==> src/rtl/tile_pkg.sv <==
// Shared definitions for the inference tile and its output-side consumers.
//   state_t      : argmax_classify controller states
//   TILE_*       : default output-layer geometry shared with the tile
//   idx_w(n)     : index width for n classes, never narrower than one bit
package tile_pkg;

    typedef enum logic [1:0] {
        S_IDLE,
        S_SCAN,
        S_HOLD
    } state_t;

    localparam int TILE_OUTPUT_SZ = 10;
    localparam int TILE_DATA_W    = 32;

    function automatic int idx_w(input int n);
        return (n > 2) ? $clog2(n) : 1;
    endfunction

endpackage

==> src/rtl/max_cmp.sv <==
// Signed strict-greater compare-and-select for the running maximum.
//   best_score_i / best_idx_i : current running best
//   candidate_i / cand_idx_i  : activation under test and its index
//   sel_score_o / sel_idx_o   : updated running best
// Strict greater-than keeps the earlier (lower) index on a tie.
module max_cmp #(
    parameter int DATA_W = 32,
    parameter int IDX_W  = 4
) (
    input  logic [DATA_W-1:0] best_score_i,
    input  logic [IDX_W-1:0]  best_idx_i,
    input  logic [DATA_W-1:0] candidate_i,
    input  logic [IDX_W-1:0]  cand_idx_i,
    output logic [DATA_W-1:0] sel_score_o,
    output logic [IDX_W-1:0]  sel_idx_o
);

    logic replace;

    assign replace     = $signed(candidate_i) > $signed(best_score_i);
    assign sel_score_o = replace ? candidate_i : best_score_i;
    assign sel_idx_o   = replace ? cand_idx_i  : best_idx_i;

endmodule

==> src/rtl/argmax_classify.sv <==
// Captures the tile's output-layer activations on a done pulse, scans them
// one per cycle for the signed maximum and holds the winning index/score
// under a valid/ready handshake.
//   clk, rst     : clock, synchronous active-high reset
//   done, result : capture strobe and activation vector from the tile
//   ready        : downstream accepts the held classification
//   valid        : class_idx/class_score are valid and stable
//   class_idx    : index of the maximum activation (lowest index on a tie)
//   class_score  : value of the maximum activation
//   busy         : scanning or holding a result
//   overrun      : one-cycle pulse, cycle after a dropped done
//
// state  | meaning
// S_IDLE | waiting for done
// S_SCAN | comparing res_q[scan_idx_q] against the running best
// S_HOLD | result presented, waiting for ready
module argmax_classify
    import tile_pkg::*;
#(
    parameter int OUTPUT_SZ = TILE_OUTPUT_SZ,
    parameter int DATA_W    = TILE_DATA_W,
    parameter int IDX_W     = idx_w(OUTPUT_SZ)
) (
    input  logic                               clk,
    input  logic                               rst,
    input  logic                               done,
    input  logic [OUTPUT_SZ-1:0][DATA_W-1:0]   result,
    input  logic                               ready,
    output logic                               valid,
    output logic [IDX_W-1:0]                   class_idx,
    output logic [DATA_W-1:0]                  class_score,
    output logic                               busy,
    output logic                               overrun
);

    localparam logic [IDX_W:0] SCAN_FIRST = (IDX_W+1)'(1);
    localparam logic [IDX_W:0] SCAN_STEP  = (IDX_W+1)'(1);
    localparam logic [IDX_W:0] SCAN_LAST  = (IDX_W+1)'(OUTPUT_SZ-1);

    state_t                           state_q, state_d;
    logic [OUTPUT_SZ-1:0][DATA_W-1:0] res_q, res_d;
    logic [DATA_W-1:0]                best_score_q, best_score_d;
    logic [IDX_W-1:0]                 best_idx_q, best_idx_d;
    logic [IDX_W:0]                   scan_idx_q, scan_idx_d;
    logic                             overrun_q, overrun_d;

    logic                             capture;
    logic [DATA_W-1:0]                cand;
    logic [DATA_W-1:0]                cmp_score;
    logic [IDX_W-1:0]                 cmp_idx;

    // A new vector is only taken when nothing is pending: idle, or the held
    // result is being accepted in the same cycle.
    assign capture = done && ((state_q == S_IDLE) || ((state_q == S_HOLD) && ready));

    // Explicit mux keeps the wider scan counter from ever addressing past
    // the last element.
    always_comb begin
        cand = '0;
        for (int i = 0; i < OUTPUT_SZ; i++) begin
            if (scan_idx_q == (IDX_W+1)'(i)) begin
                cand = res_q[i];
            end
        end
    end

    max_cmp #(
        .DATA_W (DATA_W),
        .IDX_W  (IDX_W)
    ) u_max_cmp (
        .best_score_i (best_score_q),
        .best_idx_i   (best_idx_q),
        .candidate_i  (cand),
        .cand_idx_i   (scan_idx_q[IDX_W-1:0]),
        .sel_score_o  (cmp_score),
        .sel_idx_o    (cmp_idx)
    );

    always_comb begin
        state_d      = state_q;
        res_d        = res_q;
        best_score_d = best_score_q;
        best_idx_d   = best_idx_q;
        scan_idx_d   = scan_idx_q;
        overrun_d    = done && !capture && (state_q != S_IDLE);

        case (state_q)
            S_SCAN: begin
                best_score_d = cmp_score;
                best_idx_d   = cmp_idx;
                scan_idx_d   = scan_idx_q + SCAN_STEP;
                if (scan_idx_q == SCAN_LAST) begin
                    state_d = S_HOLD;
                end
            end
            S_HOLD: begin
                if (ready) begin
                    state_d = S_IDLE;
                end
            end
            default: ;
        endcase

        // Capture overrides the above so a done accepted alongside ready
        // goes straight into the next scan.
        if (capture) begin
            res_d        = result;
            best_score_d = result[0];
            best_idx_d   = '0;
            scan_idx_d   = SCAN_FIRST;
            state_d      = (OUTPUT_SZ == 1) ? S_HOLD : S_SCAN;
        end
    end

    always_ff @(posedge clk) begin
        if (rst) begin
            state_q      <= S_IDLE;
            res_q        <= '0;
            best_score_q <= '0;
            best_idx_q   <= '0;
            scan_idx_q   <= SCAN_FIRST;
            overrun_q    <= 1'b0;
        end else begin
            state_q      <= state_d;
            res_q        <= res_d;
            best_score_q <= best_score_d;
            best_idx_q   <= best_idx_d;
            scan_idx_q   <= scan_idx_d;
            overrun_q    <= overrun_d;
        end
    end

    assign valid       = (state_q == S_HOLD);
    assign busy        = (state_q != S_IDLE);
    assign class_idx   = best_idx_q;
    assign class_score = best_score_q;
    assign overrun     = overrun_q;

endmodule
==> config.mk <==
export PLATFORM = sky130hd
export DESIGN_NAME = argmax_classify
export DESIGN_NICKNAME = d
export VERILOG_FILES = /design/src/rtl/tile_pkg.sv /design/src/rtl/max_cmp.sv /design/src/rtl/argmax_classify.sv
export SDC_FILE = /design/constraint.sdc
export NUM_CORES = 1
export LEC_CHECK = 0
export CORE_ASPECT_RATIO = 1.2
export CORE_MARGIN = 8
export CORE_UTILIZATION = 55
export DETAILED_ROUTE_END_ITERATION = 16
export PLACE_DENSITY = 0.86
export SLEW_MARGIN = 20
export SYNTH_ARGS = -nofsm -noshare
export SYNTH_HDL_FRONTEND = slang
export SYNTH_SLANG_ARGS = --single-unit
==> constraint.sdc <==
create_clock -name clk -period 9.95 [get_ports clk]
set_input_delay 1.99 -clock clk [delete_from_list [all_inputs] [get_ports clk]]
set_output_delay 1.99 -clock clk [all_outputs]
set_load 0.02 [all_outputs]
# Yosys cells after proc, flatten, opt, wreduce, memory -nomap -nowiden
# Index checks and enable logic that the tools add are counted.
# classes
eq_ne	15
magnitude_cmp	1
reduce_logical	18
muxes	17
n_addsub	1
# ops
op	n
2-to-1 mux 32 bit	13
greater-than comparator 32 bit	1
== test 5 x 3 -> 1 bit (second input constant)	4
== test 5 x 2 -> 1 bit (second input constant)	2
== test 5 x 4 -> 1 bit (second input constant)	2
nonzero test 2 bit	4
AND reduction 3 bit	2
adder 5 x 1 -> 5 bit (second input constant)	1
== test 5 x 1 -> 1 bit (second input constant)	1
zero test 5 bit	1
logical AND 1 bit	4
2-to-1 mux 2 bit	2
inequality test 2 bit (second input constant)	2
one-hot mux 2 bit (2 select lines)	1
AND reduction 2 bit	2
inequality test 3 x 2 -> 1 bit (second input constant)	1
inequality test 3 bit (second input constant)	1
nonzero test 3 bit	1
== test 2 x 1 -> 1 bit (second input constant)	1
== test 2 bit (second input constant)	1
zero test 2 bit	1
OR reduction 2 bit	1
zero test 1 bit	1
logical OR 1 bit	1
2-to-1 mux 1 bit	1
# word_totals
inputBits	324
reg_bits	364

# Longest topological paths before layout
# depth
depth_word	15
depth_mapped	20
depth_no_buf	17

# Modules after synthesis
# A second synthesis with hierarchy kept.
# unflattened
cells_unflattened	2343
hier_area_um2	17362.9
# modules_own_cells
mod	seq_area_each_um2	cells_each	area_each_um2	instances
argmax_classify	7287.0	2190	16084.2	1
max_cmp	0.0	153	1278.7	1

# Worst setup path after synthesis
# OpenSTA, ideal clock, no wires.
# synth_timing
path_type	reg-to-reg
from	register scan_idx_q[0]
to	register best_idx_q[2], in the netlist class_idx[2]
path_stages_with_launch	19
arrival_ns	4.147
required_ns	9.822
slack_ns	5.676
period_less_slack_ns	4.274
cell_sequence	dfxtp_1 ha_1 or4b_1 buf_4 nand2_1 buf_2 a211oi_1 o21ai_0 nand2_1 or2_2 ha_1 and3_1 a221o_1 a211oi_1 o211a_1 mux2i_4 buf_2 mux2i_1 nor2_1
# synth_via
elab_chain_cells	13
# synth_rtl
element	line_no	text
from (decl)	argmax_classify.sv:44	logic [IDX_W:0] scan_idx_q, scan_idx_d;
from (signal assigned)	argmax_classify.sv:128	scan_idx_q <= scan_idx_d;
zero test 5 bit	argmax_classify.sv:61	if (scan_idx_q == (IDX_W+1)'(i)) begin
2-to-1 mux 32 bit (9 in a row)	argmax_classify.sv:61	
2-to-1 mux 32 bit *	argmax_classify.sv:61	
greater-than comparator 32 bit *	max_cmp.sv:20	assign replace = $signed(candidate_i) > $signed(best_score_i);
AND reduction 2 bit (no source line) *	--	
to (signal assigned)	argmax_classify.sv:127	best_idx_q <= best_idx_d;
to (decl)	argmax_classify.sv:43	logic [IDX_W-1:0] best_idx_q, best_idx_d;
# Mark *: on every way between the ends. The rest lies on a longest branch, timed or not.
# A chain may end at the register's enable or synchronous reset.

# Worst setup path after layout
# layout_timing
from	register scan_idx_q[0]
to	register best_score_q[31], in the netlist class_score[31]
# layout_via
elab_chain_cells	14
# layout_rtl
element	line_no	text
zero test 5 bit	argmax_classify.sv:61	
2-to-1 mux 32 bit (9 in a row)	argmax_classify.sv:61	
2-to-1 mux 32 bit *	argmax_classify.sv:61	
greater-than comparator 32 bit or 2-to-1 mux 32 bit (tied branches)	max_cmp.sv:20, max_cmp.sv:21	
nonzero test 2 bit (no source line) or 2-to-1 mux 32 bit (tied branches)	--	
AND reduction 2 bit (no source line) or 2-to-1 mux 32 bit (tied branches)	--	
to (signal assigned)	argmax_classify.sv:126	best_score_q <= best_score_d;
to (decl)	argmax_classify.sv:42	logic [DATA_W-1:0] best_score_q, best_score_d;
# Mark *: on every way between the ends. The rest lies on a longest branch, timed or not. The select of a mux whose other input is x is not followed.

==> impl_metrics.py <==
metrics = {
    "worst_hold_path": {
        "min_path_cells": 2,
        "hp-start": "res_q[200]$_SDFFE_PP0P_",
        "worstHoldPathType": "flip-flop to flip-flop",
        "min_to": "res_q[200]$_SDFFE_PP0P_",
    },
    "placement": {
        "io_buffers": 362,
        "place_area_um2": 19800,
        "hpwlAfterDp_um": 50600,
        "place_congestion": 0.984,
    },
    "pwr": {
        "power_switching_w": 0.00110,
        "p_comb_share_pct": 19.0,
        "p_clk_share_pct": 37.4,
        "vdd.ir_drop.worst_uv": 165,
        "p_per_area_nw_per_um2": 181,
        "power_leakage_nw": 8.09,
        "intPower_w": 0.00271,
        "swShare_pct": 28.8,
        "seqPwrFrac_pct": 43.6,
    },
    "global_route": {
        "grt_pass1_vias": 16100,
        "grt_pass1_wl_um": 98900,
        "groute.usage.overall_pct": 36.3,
        "grt_max_degree": 211,
        "overflow": 0,
        "antenna_found_initial": 0,
    },
    "worst_setup_path": {
        "reg2reg_from": "scan_idx_q[0]$_SDFFE_PP1P_",
        "worstReg2RegEnd": "class_score[31]$_SDFFE_PP0P_",
        "start_kind": "flip-flop",
        "crit_start": "scan_idx_q[0]$_SDFFE_PP1P_",
        "arrival_ns": 6.92,
        "reg2reg_slack_ns": 3.40,
        "critPathMaxFanout": 33,
        "critPathKind": "flip-flop to flip-flop",
        "cp-end-kind": "flip-flop",
        "reg2reg_depth": 17,
        "cp.required_ns": 10.31,
    },
    "floorplan": {
        "die-height_um": 205,
        "io_pins": 363,
        "start_util_pct": 55.5,
        "num_rows": 69,
        "core_area_um2": 29400,
        "dieArea_um2": 35400,
        "dieWidth_um": 173,
    },
    "synthesis": {
        "postSynthCellCount": 2154,
        "ys_types": 57,
        "yosys_warnings": 0,
        "yosysSeqAreaShare_pct": 44.7,
        "ys_ff_latch": 364,
        "synthArstFlopShare_pct": 0,
        "synth-edff-count": 0,
        "syn_area_um2": 16300,
        "synth_fp_nets": 2518,
        "yosys_most_used_dff": "dfxtp_1",
        "avgSynthCellArea_um2": 7.56,
    },
    "detailed_routing": {
        "wirelength_um": 67800,
        "vias": 17200,
        "drt_iter0_drc": 2193,
        "wl_per_cell_um": 24.1,
        "ant_nets": 0,
        "avgViaCountPerCell": 6.10,
        "drt_pre_antenna_iters": 7,
        "route.detailed.drc": 0,
    },
    "timing": {
        "fmax_ghz": 0.153,
        "setup_tns_ns": 0,
        "skew_ns": 0.0165,
        "finalHoldViolCount": 0,
        "min_period_over_period_pct": 65.9,
        "grt_setup_unrepaired": "false",
        "finalSetupViolCount": 0,
        "maxSlewViolCount": 0,
        "maxSlewHeadroom_pct": 27.4,
        "fin_crit_ns": 6.55,
        "worst_pin_slew_ns": 1.09,
    },
    "clock_network": {
        "cts_max_level": 2,
        "cts-resized-gates": 0,
        "cts_inserted_buffers": 37,
        "clock-sinks": 364,
        "cts.path.max_buffers": 3,
        "cts_tree": "built",
        "clk_latency_ns": 0.54,
        "postCtsHoldBufs": 0,
        "cts_setup_buffers": 0,
        "cts.clk_slew.worst_paths_ns": 0.06,
        "cts-root-buf": "clkbuf_16",
    },
    "final_layout": {
        "final_area_um2": 21100,
        "drive_above_1_share_pct": 4.87,
        "n_fill_cell": 2305,
        "n_antenna_cell": 0,
        "multiInputGateArea_um2": 8150,
        "area_growth_pct": 29.5,
        "final_nets": 2758,
        "layout_commonest_cell": "nand2_1",
        "final_cell_mix": "nand2_1 (727), dfxtp_1 (364), clkdlybuf4s50_1 (361)",
        "register_area_um2": 7290,
    },
    "status": {
        "status": "finished clean",
    },
    "flow_run": {
        "max_cap_violations": 0,
    },
}
power groups by stage:
stage                     clock [W]  sequential (W)  combinational [W]
after floorplan                   0         0.00166           0.000399
after global placement            0         0.00169           0.000690
after detailed placement          0         0.00169           0.000704
after CTS                   0.00143         0.00166           0.000709
after global routing        0.00149         0.00167           0.000777
final                       0.00143         0.00166           0.000722
state kept, by name, indices dropped and copies added (netlist names):
signal / cells
class_idx: 4
class_score: 32
overrun: 1
res_q: 320
scan_idx_q: 5
state_q: 2
cell usage after synthesis (all sizes together) (2+ instances only):
cell / n / share of area (%)
a211o: 3 / 0.16
a211oi: 41 / 1.9
a21o: 4 / 0.18
a21oi: 356 / 11
a221oi: 32 / 1.7
a222oi: 6 / 0.37
a22oi: 35 / 1.6
a31oi: 2 / 0.077
and2: 8 / 0.31
and3b: 2 / 0.11
buf: 35 / 1.3
clkbuf: 143 / 3.3
dfxtp: 364 / 45
ha: 40 / 3.1
inv: 39 / 0.90
mux2i: 13 / 0.88
nand2: 728 / 17
nand2b: 3 / 0.12
nand3: 10 / 0.34
nand4: 8 / 0.31
nand4b: 25 / 1.3
nor2: 75 / 1.7
nor2b: 2 / 0.077
nor3: 4 / 0.18
nor3b: 2 / 0.12
o211ai: 10 / 0.68
o21ai: 46 / 1.4
o221ai: 26 / 1.4
o22ai: 52 / 2.0
o31ai: 6 / 0.34
or2: 18 / 0.69
or4b: 2 / 0.12
xor2: 3 / 0.16
logic make-up (layout without fill, tap and decap cells):
logic type,after synthesis,after routing,synth area share [%]
buffers and inverters,217,484,5.49
multiplexers,13,13,0.876
AND/OR/NAND/NOR,891,891,22.5
AO/OA/AOI/OAI,625,625,23.1
adder cells (fa/ha/maj),40,40,3.07
XOR/XNOR,4,4,0.215
flip-flops,364,364,44.7
critical path, stage by stage (launching register included):
cell	delay [ns]
dfxtp_1	0.45
ha_1	0.30
or4b_1	0.79
nand3_2	0.36
o22ai_1	0.15
nor2_1	0.30
a211oi_1	0.08
o31ai_1	0.66
ha_1	0.38
a211o_1	0.31
o211ai_1	0.11
a31oi_1	0.12
a2111oi_0	0.41
o211a_1	0.25
mux2i_4	0.85
buf_4	0.51
mux2i_1	0.24
a211oi_1	0.09
through the flow:
| stage | hold WS [ns] | std cells | setup slack, ns | utilization, % | power, W |
|---|---|---|---|---|---|
| detailed placement | 0.447 | 2745 | 3.63 | 67.6 | 0.00239 |
| CTS | 0.455 | 2811 | 3.63 | 71.8 | 0.00379 |
| global placement | 0.442 | 2745 | 3.85 | 67.6 | 0.00238 |
| finish | 0.457 | 2811 | 3.40 | 71.9 | 0.00381 |
| floorplan | 0.433 | 2154 | 5.68 | - | 0.00206 |
| global route | 0.474 | 2811 | 3.15 | 71.9 | 0.00393 |
per-layer routing:
metal / share of wire [%] / global-route usage, %
met1: 38 / 44.8
met2: 46 / 58.4
met3: 9.5 / 7.58
met4: 6.3 / 21.2
met5: 0 / 0
worst max-delay path by stage:
stage,slack [ns],endpoint,cells after the start
final,3.40,class_score[31]$_SDFFE_PP0P_,17
after global placement,3.85,class_score[24]$_SDFFE_PP0P_,17
after floorplan,5.68,class_idx[2]$_SDFFE_PP0P_,18
after detailed placement,3.63,class_score[24]$_SDFFE_PP0P_,17
after global routing,3.15,class_score[31]$_SDFFE_PP0P_,17
after CTS,3.63,class_score[24]$_SDFFE_PP0P_,17
cell type report:
class                           count  area share (%)
Multi-Input combinational cell   1573            38.6
Timing Repair Buffer              379            18.0
Tap cell                          390            2.31
Inverter                           39           0.694
Clock buffer                       49            5.04
Sequential cell                   364            34.5
Clock inverter                     17           0.836
Note: power is estimated with default switching activity, not from simulation.
